File: config.mk
export PLATFORM = sky130hd
export DESIGN_NAME = csr_arbiter
export DESIGN_NICKNAME = d
export VERILOG_FILES = /design/src/rtl/csr_arbiter.sv
export SDC_FILE = /design/constraint.sdc
export NUM_CORES = 1
export LEC_CHECK = 0
export ABC_AREA = 1
export CAP_MARGIN = 15
export CORE_UTILIZATION = 37
export DETAILED_ROUTE_END_ITERATION = 16
export GPL_TIMING_DRIVEN = 1
export PLACE_DENSITY = 0.87
export SLEW_MARGIN = 10
export SYNTH_ARGS = -nofsm -noshare
export SYNTH_HDL_FRONTEND = slang
export SYNTH_SLANG_ARGS = --single-unit
File: constraint.sdc
create_clock -name clk -period 5.17 [get_ports clk]
set_clock_uncertainty 0.05 [all_clocks]
set_input_delay 0.7755 -clock clk [delete_from_list [all_inputs] [get_ports clk]]
set_output_delay 0.7755 -clock clk [all_outputs]
set_load 0.05 [all_outputs]
File: src/rtl/csr_arbiter.sv
// Shares the execute-stage CSR file port between the core pipeline (priority) and a host/debug port.
// Optional stall performance counter enabled by defining CSR_ARB_PERF_EN.
module csr_arbiter #(
    parameter int DWIDTH   = 32,
    parameter int MAX_WAIT = 8
) (
    input  logic              clk,
    input  logic              rst_n,
    input  logic              core_csr_we,
    input  logic              core_csr_rd,
    input  logic [11:0]       core_csr_addr,
    input  logic [2:0]        core_csr_func,
    input  logic [DWIDTH-1:0] core_csr_wdata,
    output logic [DWIDTH-1:0] core_csr_rdata,
    output logic              core_stall,
    input  logic              host_req_valid,
    output logic              host_req_ready,
    input  logic              host_req_we,
    input  logic [11:0]       host_req_addr,
    input  logic [DWIDTH-1:0] host_req_wdata,
    output logic              host_rsp_valid,
    output logic [DWIDTH-1:0] host_rsp_data,
    input  logic              host_rsp_ready,
    output logic              csr_we,
    output logic              csr_rd,
    output logic [11:0]       csr_addr,
    output logic [2:0]        csr_func,
    output logic [DWIDTH-1:0] csr_data_in,
    input  logic [DWIDTH-1:0] csr_data_out
`ifdef CSR_ARB_PERF_EN
    ,
    output logic [31:0]       arb_stall_cnt
`endif
);

    localparam logic [2:0] FNC_CSRRW = 3'b001;

    typedef enum logic {
        IDLE,
        RSP
    } state_t;

    state_t     state;
    logic [7:0] wait_cnt;
    logic       core_act;
    logic       wait_full;
    logic       host_win;

    assign core_act  = core_csr_we | core_csr_rd;
    assign wait_full = (wait_cnt == 8'(MAX_WAIT));
    assign host_win  = (state == IDLE) & host_req_valid & (~core_act | wait_full);

    // Host accesses use CSRRW so that the old value comes back on reads and writes alike.
    always_comb begin
        host_req_ready = host_win;
        core_stall     = host_win & core_act;
        core_csr_rdata = csr_data_out;
        csr_we         = 1'b0;
        csr_rd         = 1'b0;
        csr_addr       = '0;
        csr_func       = '0;
        csr_data_in    = '0;
        if (host_win) begin
            core_csr_rdata = '0;
            csr_we         = host_req_we;
            csr_rd         = 1'b1;
            csr_addr       = host_req_addr;
            csr_func       = FNC_CSRRW;
            csr_data_in    = host_req_wdata;
        end else if (core_act) begin
            csr_we         = core_csr_we;
            csr_rd         = core_csr_rd;
            csr_addr       = core_csr_addr;
            csr_func       = core_csr_func;
            csr_data_in    = core_csr_wdata;
        end
    end

    // The starvation counter only runs while a host request is blocked by the core.
    always_ff @(posedge clk or negedge rst_n) begin
        if (!rst_n) begin
            state          <= IDLE;
            host_rsp_valid <= 1'b0;
            host_rsp_data  <= '0;
            wait_cnt       <= '0;
        end else begin
            case (state)
                IDLE: begin
                    if (host_win) begin
                        state          <= RSP;
                        host_rsp_valid <= 1'b1;
                        host_rsp_data  <= csr_data_out;
                        wait_cnt       <= '0;
                    end else if (!host_req_valid) begin
                        wait_cnt <= '0;
                    end else if (!wait_full) begin
                        wait_cnt <= wait_cnt + 8'd1;
                    end
                end
                RSP: begin
                    if (host_rsp_ready) begin
                        state          <= IDLE;
                        host_rsp_valid <= 1'b0;
                    end
                end
                default: begin
                    state          <= IDLE;
                    host_rsp_valid <= 1'b0;
                end
            endcase
        end
    end

`ifdef CSR_ARB_PERF_EN
    always_ff @(posedge clk or negedge rst_n) begin
        if (!rst_n) begin
            arb_stall_cnt <= '0;
        end else if (core_stall && (arb_stall_cnt != 32'hFFFF_FFFF)) begin
            arb_stall_cnt <= arb_stall_cnt + 32'd1;
        end
    end
`endif

endmodule

==> Word level (Yosys, flattened, before mapping) <==
Cells that the tools add are included.
{ "word_totals": {"reg_bits": 42, "inputBits": 130, "output_inout_bits": 116, "word_cells": 39} }
{ "classes": {"n_addsub": 1, "eq_ne": 4, "n_mux": 20, "bitwise_logic": 7, "n_reduce_logical": 3} }
{ "op_table": {"columns": ["op", "n"], "rows": [
  ["two-way mux 32 bit", 3],
  ["two-way mux 12 bit", 2],
  ["two-way mux 8 bit", 3],
  ["adder 8 x 1 -> 8 bit (second input constant)", 1],
  ["== test 8 x 4 -> 1 bit (second input constant)", 1],
  ["two-way mux 1 bit", 8],
  ["two-way mux 3 bit", 2],
  ["AND reduction 2 bit", 3],
  ["!= test 2 bit (second input constant)", 2],
  ["one-hot mux 1 bit (2 select lines)", 2],
  ["AND 1 bit", 3],
  ["!= test 3 x 2 -> 1 bit (second input constant)", 1],
  ["inverter 1 bit", 2],
  ["OR 1 bit", 2]
]} }

==> Logic depth before layout (Yosys ltp) <==
{ "depth": {"depth_word": 6, "depth_mapped": 8} }

==> Least setup slack after synthesis <==
OpenSTA, ideal clock, no wires.
{ "synth_path": {"path_type": "input to output", "startpoint": "input port core_csr_rd", "endpoint": "output port core_csr_rdata[23]", "arrival_time_ns": 2.051, "required_ns": 4.345, "setup_slack_ns": 2.294, "cell_stages": 7, "path_buffers": 1, "path_cell_list": "nor2_2 > inv_2 > o21ai_4 > nand2_2 > inv_4 > buf_6 > nor2_1"} }
{ "synth_via": {"elab_chain_len": 5} }
{ "synth_rtl": {"columns": ["item", "line_no", "text"], "rows": [
  ["start: declaration", "10", "input logic core_csr_rd,"],
  ["OR 1 bit", "49", "assign core_act = core_csr_we | core_csr_rd;"],
  ["inverter 1 bit", "51", "assign host_win = (state == IDLE) & host_req_valid & (~core_act | wait_full);"],
  ["OR 1 bit", "51", null],
  ["AND 1 bit", "51", null],
  ["net host_req_ready", "17", "output logic host_req_ready,"],
  ["two-way mux 32 bit", "63", "if (host_win) begin"],
  ["end: declaration", "14", "output logic [DWIDTH-1:0] core_csr_rdata,"]
]} }
The timed path passes the listed nets, and every way through them passes these cells.

==> Final worst setup path <==
{ "layout_path": {"startpoint": "input port core_csr_rd", "endpoint": "output port csr_rd"} }
{ "layout_via": {"elab_chain_len": 5, "word_cells_on_any_way": 6} }
{ "layout_rtl": {"columns": ["item", "line_no", "text"], "rows": [
  ["OR 1 bit", "49", null],
  ["inverter 1 bit", "51", null],
  ["OR 1 bit", "51", null],
  ["AND 1 bit", "51", null],
  ["two-way mux 1 bit *", "63", null],
  ["end: declaration", "25", "output logic csr_rd,"]
]} }
Mark *: on every way between the ends. The rest lies on a longest branch, timed or not.

==> flow_summary.toml <==
[route]
finalWirelength_um = 11550
vias = 4067
route.detailed.drc = 0
dr_wl_met2_um = 6038
wire_per_inst_um = 13.17
drt.antenna.violating_nets = 0
first_pass_iters = 4
drt_iter0_drc = 255
wl_met1_um = 4562
top_layer = "met4"
routed_via_density = 4.637
wl_met3_um = 838

[critical_path]
setup.worst_path.start_class = "input port"
ff2ff_setup_slack_ns = 2.94
criticalPathCategory = "in -> out"
arrival_ns = 2.74
ff2ff_path_depth = 7
endpoint_kind = "output port"
path_max_fanout = 81
r2r_start = "wait_cnt[0]"
r2r-end = "host_rsp_data[29]"
path_cells = "clkdlybuf4s50_1 -> nor2_4 -> inv_2 -> o21ai_4 -> nand2_2 -> buf_4 -> nand2_1 -> buf_12"
crit_slowest_cell = "buf_4"
critPathRequiredTime_ns = 4.34
slowest_delay_ns = 0.62

[synth]
syn-num-nets = 682
yosysSeqAreaShare_pct = 32.97
synth_top_family_by_area = "simple AND/OR/NAND/NOR gates"
synth_simple_gate_area_share_pct = 48.51
syn_inst = 550
syn_area_per_cell_sq_um = 5.796
synth_seq_cells = 42
ys_types = 21
muxShareOfSynthArea_pct = 0
yosys.area_share.xor_xnor_pct = 0.2747
synth-compound-area-share_pct = 0.9027
yosysTopAreaCellShare_pct = 32.97
synth_area_leaders = "dfrtp_1 33%, nand2_1 23%, nand3_1 14%, inv_1 10%, nor2_1 10%"
netlist_area_sq_mm = 0.003188
yosys_warnings = 0
synthAdderAreaFrac_pct = 0.7849
yosysTopAreaCell = "dfrtp_1"

[cts]
htree_levels = 2
hold_buffers = 0
cts_buffer_depth = 2
clk_latency_ns = 0.29
postCtsSetupBuffers = 0
tritoncts = "built"
ctsResizeCount = 0
cts_sinks = 42
cts-root-buf = "clkbuf_8"
clk_pin_slew_ns = 0.08
cts-buffers-inserted = 5

[layout]
fillers = 700
layout_commonest_cell = "nand2_1"
drive_gt1_share_pct = 13.08
post-route-util_pct = 67.20
area_growth_pct = 74.06
seq_area_sq_mm = 0.001051
multiInputGateArea_sq_mm = 0.001619
nets = 903
num_antenna_cells = 0
final_cell_mix = "198 x nand2_1, 161 x clkdlybuf4s50_1, 88 x nand3_1, 87 x inv_1, 86 x nor2_1"

[sta]
fin_crit_sh_pct = 69.02
rsz0062_at_grt = "false"
hold_violations = 0
slew_violations = 0
layout_min_cycle_time_ns = 3.568
worstMarginPinSlew_ns = 0.9197
max-slew-margin-rel_pct = 38.69
tns_ns = 0
max_freq_mhz = 280.2
setup_viol = 0

[floorplan]
num_rows = 33
io_pins = 246
initial_core_util_pct = 38.61
die_h_um = 94.83
coreArea_sq_mm = 0.008258
dieWidth_um = 94.83
die_area_sq_mm = 0.008992

[global_routing]
grt_max_degree = 86
grt_pass1_vias = 3576
grt_first_pass_wirelength_um = 17310
gr-total-overflow = 0
track_usage_pct = 24.25
antenna_found_initial = 0

[pwr]
cellLeakagePower_nw = 3.067
ir_worst_vdd_uv = 152.3
powerDensity_mw_per_mm2 = 273.6

[placement]
dp.final_hpwl_um = 8435
io_buffers = 245
place.gp.congestion = 0.8755

[worst_hold_path]
hold_path_depth = 2
hp-start = "host_rsp_data[25]"
hold_end = "host_rsp_data[25]"
min_path_type = "reg -> reg"

[run_status]
status = "completed"

[flow_run]
maxCapViolations = 0
[how the worst max path moves through the flow]
stage                     slack, ns  depth (start not counted)                 end        start
after floorplan                2.29                          7  core_csr_rdata[23]  core_csr_rd
final                          1.60                          8              csr_rd  core_csr_rd
after detailed placement       1.60                          8              csr_rd  core_csr_rd
after global placement         1.62                          9     csr_data_in[14]  core_csr_rd
after CTS                      1.59                          8              csr_rd  core_csr_rd
after global routing           1.42                          9         csr_addr[1]  core_csr_we
[metal layers]
layer  up-vias  global-route usage (%)
met5         -                       0
met4         0                   3.914
met3        12                   5.717
met2       136                   44.18
met1      1847                   29.22
li1       2072                       -
[cell families after synthesis]
kind of cell / Yosys count
and+or+nand+nor: 378
buffers and inverters: 124
DFF: 42
AOI/OAI and AO/OA: 3
adders and majority gates: 2
xor gates and xnor gates: 1
[synth_stat cells]
cell,number
buf_1,3
buf_2,15
buf_4,3
buf_6,4
clkbuf_1,10
dfrtp_1,42
ha_1,2
inv_1,87
inv_2,1
inv_4,1
nand2_1,198
nand2_2,1
nand3_1,88
nand3b_1,2
nand4_1,1
nor2_1,86
nor2_2,2
o21ai_1,1
o21ai_4,1
o21bai_1,1
xor2_1,1
[sequential cells by signal, indices dropped and copies added, names as in the netlist]
signal,flops
host_rsp_data,32
host_rsp_valid,1
state,1
wait_cnt,8
[power breakdown]
group | switching, mW | internal (mW)
combinational | 0.577 | 0.302
sequential | 0.0367 | 0.386
clock | 0.109 | 0.108
total | 0.723 | 0.796
[cell type report]
type / instances / area share [%]
tap: 105 / 2.368
clock buffer: 7 / 1.556
clock inverter: 1 / 0.09019
sequential: 42 / 18.94
multi-input combinational: 384 / 29.18
timing repair buffer: 249 / 41.80
inverter: 89 / 6.065
[worst max-delay path, delay by kind of cell]
family	cells	cell delay (ns)
buffers and inverters	4	1.48
and+or+nand+nor	3	0.38
AOI/OAI and AO/OA	1	0.07
[through the flow]
stage	cell area [sq um]	setup slack, ns	instances	hold WS, ns	power, mW
after floorplan	3188	2.294	550	0.4299	0.9587
after global placement	5458	1.616	869	0.4030	1.296
after detailed placement	5458	1.597	869	0.4078	1.309
after CTS	5549	1.593	877	0.4258	1.526
after global routing	5549	1.424	877	0.4425	1.591
final	5549	1.602	877	0.4235	1.518
Power figures use the tool's default switching activity.
